--- config.mk ---
export PLATFORM = sky130hd
export DESIGN_NAME = tdm_four_mux
export DESIGN_NICKNAME = d
export VERILOG_FILES = /design/src/rtl/tdm_four_mux.sv
export SDC_FILE = /design/constraint.sdc
export NUM_CORES = 1
export LEC_CHECK = 0
export ABC_AREA = 0
export CAP_MARGIN = 0
export CORE_MARGIN = 3
export CORE_UTILIZATION = 34
export DETAILED_ROUTE_END_ITERATION = 6
export PLACE_DENSITY = 0.85
export SYNTH_ARGS = -nofsm -noshare
export SYNTH_HDL_FRONTEND = slang
export SYNTH_SLANG_ARGS = --single-unit
--- constraint.sdc ---
create_clock -name clk -period 1.6 [get_ports clk]
set_clock_uncertainty 0.1 [all_clocks]
set_input_delay 0.16 -clock clk [delete_from_list [all_inputs] [get_ports clk]]
set_output_delay 0.16 -clock clk [all_outputs]
set_load 0.1 [all_outputs]
--- src/rtl/tdm_four_mux.sv ---
// ============================================================================
// Module   : tdm_four_mux
// Brief    : 4-to-1 round-robin TDM multiplexer with a registered, lane-tagged
//            output stage (one-entry holding register).
// Revision : 1.0
// ============================================================================
`default_nettype none

module tdm_four_mux #(
    parameter int WIDTH = 8
) (
    input  logic             clk,
    input  logic             rst_n,
    input  logic [3:0]       in_valid,
    input  logic [WIDTH-1:0] in_data0,
    input  logic [WIDTH-1:0] in_data1,
    input  logic [WIDTH-1:0] in_data2,
    input  logic [WIDTH-1:0] in_data3,
    output logic [3:0]       in_ready,
    output logic             out_valid,
    output logic [WIDTH-1:0] out_data,
    output logic [1:0]       out_sel,
    input  logic             out_ready
);

    typedef enum logic [0:0] {
        EMPTY = 1'b0,
        FULL  = 1'b1
    } state_t;

    state_t             state_q, state_d;
    logic [1:0]         last_q, last_d;
    logic               out_valid_q, out_valid_d;
    logic [WIDTH-1:0]   out_data_q, out_data_d;
    logic [1:0]         out_sel_q, out_sel_d;

    logic               w_load;
    logic               w_found;
    logic [1:0]         w_winner;
    logic [1:0]         w_cand;
    logic               w_xfer;
    logic [WIDTH-1:0]   w_win_data;

    assign w_load = (state_q == EMPTY) || out_ready;

    // Rotating priority search starting just after the last granted lane.
    always_comb begin
        w_found  = 1'b0;
        w_winner = 2'b00;
        w_cand   = 2'b00;
        for (int k = 0; k < 4; k++) begin
            w_cand = last_q + 2'(k + 1);
            if (!w_found && in_valid[w_cand]) begin
                w_found  = 1'b1;
                w_winner = w_cand;
            end
        end
    end

    assign w_xfer = w_load && w_found;

    always_comb begin
        case (w_winner)
            2'd0:    w_win_data = in_data0;
            2'd1:    w_win_data = in_data1;
            2'd2:    w_win_data = in_data2;
            default: w_win_data = in_data3;
        endcase
    end

    // Gated by rst_n so no lane sees a grant while the block is held in reset.
    always_comb begin
        in_ready = 4'b0000;
        if (w_xfer && rst_n) begin
            in_ready[w_winner] = 1'b1;
        end
    end

    always_comb begin
        state_d     = state_q;
        last_d      = last_q;
        out_valid_d = out_valid_q;
        out_data_d  = out_data_q;
        out_sel_d   = out_sel_q;
        if (w_xfer) begin
            out_data_d  = w_win_data;
            out_sel_d   = w_winner;
            out_valid_d = 1'b1;
            last_d      = w_winner;
            state_d     = FULL;
        end else if (state_q == FULL && out_ready) begin
            // Drained with nothing to refill; data/sel keep stale values.
            out_valid_d = 1'b0;
            state_d     = EMPTY;
        end
    end

    always_ff @(posedge clk or negedge rst_n) begin
        if (!rst_n) begin
            state_q     <= EMPTY;
            last_q      <= 2'b11;
            out_valid_q <= 1'b0;
            out_data_q  <= '0;
            out_sel_q   <= 2'b00;
        end else begin
            state_q     <= state_d;
            last_q      <= last_d;
            out_valid_q <= out_valid_d;
            out_data_q  <= out_data_d;
            out_sel_q   <= out_sel_d;
        end
    end

    assign out_valid = out_valid_q;
    assign out_data  = out_data_q;
    assign out_sel   = out_sel_q;

endmodule

`default_nettype wire

==> impl_metrics.json, run 1 <==
{
  "status": "complete, but fails checks",
  "violations": "setup timing",
  "crit_cells": 5,
  "drtPass1Iterations": 4,
  "grtUsageTotal_pct": 20.0,
  "cts.sinks": 13,
  "synth.most_common_cell": "nand3_1",
  "fp.coreArea_um2": 2570,
  "cp_cell_sequence": "a21o_1 -> a31oi_4 -> nand3b_1 -> nor2b_4 -> buf_12",
  "ys_seq_area_share_pct": 34.4,
  "wirelength_mm": 3.29,
  "drive_above_1_share_pct": 39.3,
  "slew_headroom_pct": 81.3,
  "synthCells": 98,
  "worst_setup_path_end_kind": "output pin",
  "p_per_area_nw_per_um2": 1170,
  "synthXorXnorAreaFrac_pct": 0,
  "ios": 54,
  "finalPower_mw": 2.29,
  "rows": 18,
  "setup_tns_ns": -5.46,
  "syn_area_per_cell_um2": 9.73,
  "worstPathRequired_ns": 1.34,
  "hp-class": "in -> async",
  "syn_to_final_growth_pct": 105,
  "r2r_end": "out_data[2]",
  "synth_adder_area_share_pct": 0,
  "diodes": 0,
  "finalHoldViolations": 0,
  "irDropWorstVdd_v": 0.00121,
  "ys_types": 20,
  "drc": 0,
  "hold_slack_ns": 0.236,
  "dp_hpwl_mm": 2.54,
  "postRouteAntennaNets": 0,
  "synth-simple-area-share_pct": 25.7,
  "htree_levels": 1,
  "synth_flop_cell": "dfrtp_1",
  "numCtsBuffers": 3,
  "initial_utilization_pct": 37.1,
  "setup_ws_ns": -0.531,
  "post_drt_wl_per_cell_um": 16.2,
  "num_vias": 1083,
  "pre_cts_slack_ns": -0.471,
  "rrSetupSlack_ns": -0.43,
  "via_per_inst": 5.33,
  "io_buffers": 53,
  "max_freq_ghz": 0.469,
  "fin_area_um2": 1950,
  "min_period_over_period_pct": 133,
  "synth_area_leaders": "dfrtp_1, mux2i_1, mux2_1, nand3_1, o311ai_1",
  "postCtsHoldBufs": 0,
  "grt_pass1_wl_mm": 5.13,
  "p_switching_mw": 1.09,
  "rsz0062_at_grt": "yes",
  "yosysTopAreaCell": "dfrtp_1",
  "grt_max_degree": 12,
  "path_delay_family": "flip-flops",
  "post_dp_cell_area_um2": 1870,
  "rr_startpoint": "last_q[1]",
  "synth_common_cells": "nand3_1, dfrtp_1, mux2i_1",
  "worstSetupPathType": "reg -> out",
  "netSwitchingFraction_pct": 47.6,
  "slew_viol_final": 0,
  "drt_iter0_drc": 33,
  "intPower_mw": 1.20,
  "grt_pass1_vias": 1122,
  "antenna_found_initial": 0,
  "clk_pin_slew_ns": 0.09,
  "cts_buffer_depth": 2,
  "final.min_clock_period_ns": 2.13,
  "die_y_um": 59.0,
  "p_leak_nw": 0.850,
  "cts_tree": "done",
  "synth.yosys.warnings": 0,
  "synthArstFlopShare_pct": 100,
  "synth_compound_area_share_pct": 14.0,
  "synth_seq_cells": 13,
  "fin_nets": 213,
  "tightest_slew_ns": 0.276,
  "startpoint": "last_q[1]",
  "comb_power_share_pct": 68.2,
  "clk_latency_ns": 0.27,
  "die_w_um": 59.0,
  "synth_top_family_by_area": "simple AND/OR/NAND/NOR gates",
  "cp-endpoint": "in_ready[1]",
  "cpMaxStageDelayCell": "dfstp_2",
  "cp_num_buf_inv": 1,
  "cp_max_fo": 7,
  "synth_edf_count": 0,
  "startpoint_type": "flip-flop",
  "grt_overflow": 0,
  "synth_mux_area_share_pct": 18.9,
  "p_clk_share_pct": 9.0,
  "cts_root_buf": "clkbuf_4",
  "gp_congestion": 0.743,
  "setup_viol": 16,
  "max_cap_violations": 0,
  "cp.arrival_ns": 1.87,
  "syn_nets": 137,
  "netlist_area_um2": 953,
  "dieArea_um2": 3480,
  "synth_top_area_share_pct": 28.9,
  "cp_slowest_stage_delay_ns": 0.61,
  "rr_worst_depth": 7,
  "power_frac_seq_pct": 22.8
}
[state kept, by name, summed over array words and instances, names as in the netlist]
register and flops:
out_data 8, last_q 2, out_sel 2, out_valid 1
[routing by layer]
| layer | GRT usage, % | vias to the layer above | part of all wire, % |
|---|---|---|---|
| li1 | - | 516 | - |
| met1 | 20.2 | 517 | 34 |
| met2 | 39.7 | 46 | 57 |
| met3 | 2.85 | 4 | 6.4 |
| met4 | 8.74 | 0 | 1.9 |
| met5 | 0 | - | 0 |
[worst reg2reg max path: cells and delay by family, from the launching register on]
family / cells / cell delay [ns]
AO/OA/AOI/OAI: 3 / 0.38
flip-flops: 1 / 0.61
multiplexers: 1 / 0.34
buffers and inverters: 2 / 0.35
AND/OR/NAND/NOR: 1 / 0.15
[kinds of logic after synthesis]
group           count (synthesis)
compound gates                 14
simple gates                   47
buf+inv                         7
mux                            17
flops                          13
[power by group through the flow]
stage | clock, mW | combinational [mW] | sequential [mW]
2_1_floorplan | 0 | 0.424 | 0.986
3_3_place_gp | 0 | 1.49 | 0.516
3_5_place_dp | 0 | 1.51 | 0.522
4_1_cts | 0.210 | 1.54 | 0.517
5_1_grt | 0.227 | 1.61 | 0.532
6_report | 0.207 | 1.56 | 0.521
[cell type report]
cell class	count	area, um2
clock buffer	4	26.3
fill	180	613
multi-input combinational	78	642
sequential	13	332
tap	30	37.5
timing repair buffer	78	917
[layout by cell type, fill, tap and decap left out, drive strengths merged]
cell and instances:
buf 40, clkdlybuf4s50 34, nand3 17, dfrtp 11, mux2i 9, nand2 9, o311ai 8, mux2 8
nor2 8, nand2b 5, dlygate4sd2 4, clkbuf 4, a21o 3, nor2b 3, nand3b 2, and2 2
dfstp 2, a21oi 1, o221ai 1, a31oi 1, or4 1
[what timing repair did]
action,CTS,global route
resized for setup,6,3
hold endpoints to repair,0,0
buffers inserted,6,0
pin swaps,3,3
endpoints found under the setup margin,16,16
[worst min-delay path by stage]
stage          startpoint          end  slack, ns  depth (start not counted)
2_1_floorplan       rst_n  out_data[0]      -0.24                          0
3_3_place_gp    last_q[0]    last_q[0]       0.41                          2
3_5_place_dp    last_q[0]    last_q[0]       0.43                          2
4_1_cts             rst_n  out_data[4]       0.22                          2
5_1_grt             rst_n  out_data[4]       0.23                          2
6_report            rst_n  out_data[4]       0.24                          2
[stage by stage]
step | instances | utilization, %
after global routing | 203 | 76.1
after global placement | 194 | 72.9
after CTS | 203 | 75.4
after detailed placement | 194 | 72.9
after floorplan | 98 | -
final | 203 | 76.1
No activity file was read; power rests on OpenSTA's default activity.
==> run 2: changes to the inputs <==
- CTS_CLUSTER_SIZE: default -> 25
==> results of run 2 <==
Final layout, timing and power as in run 1 (identical DEF).
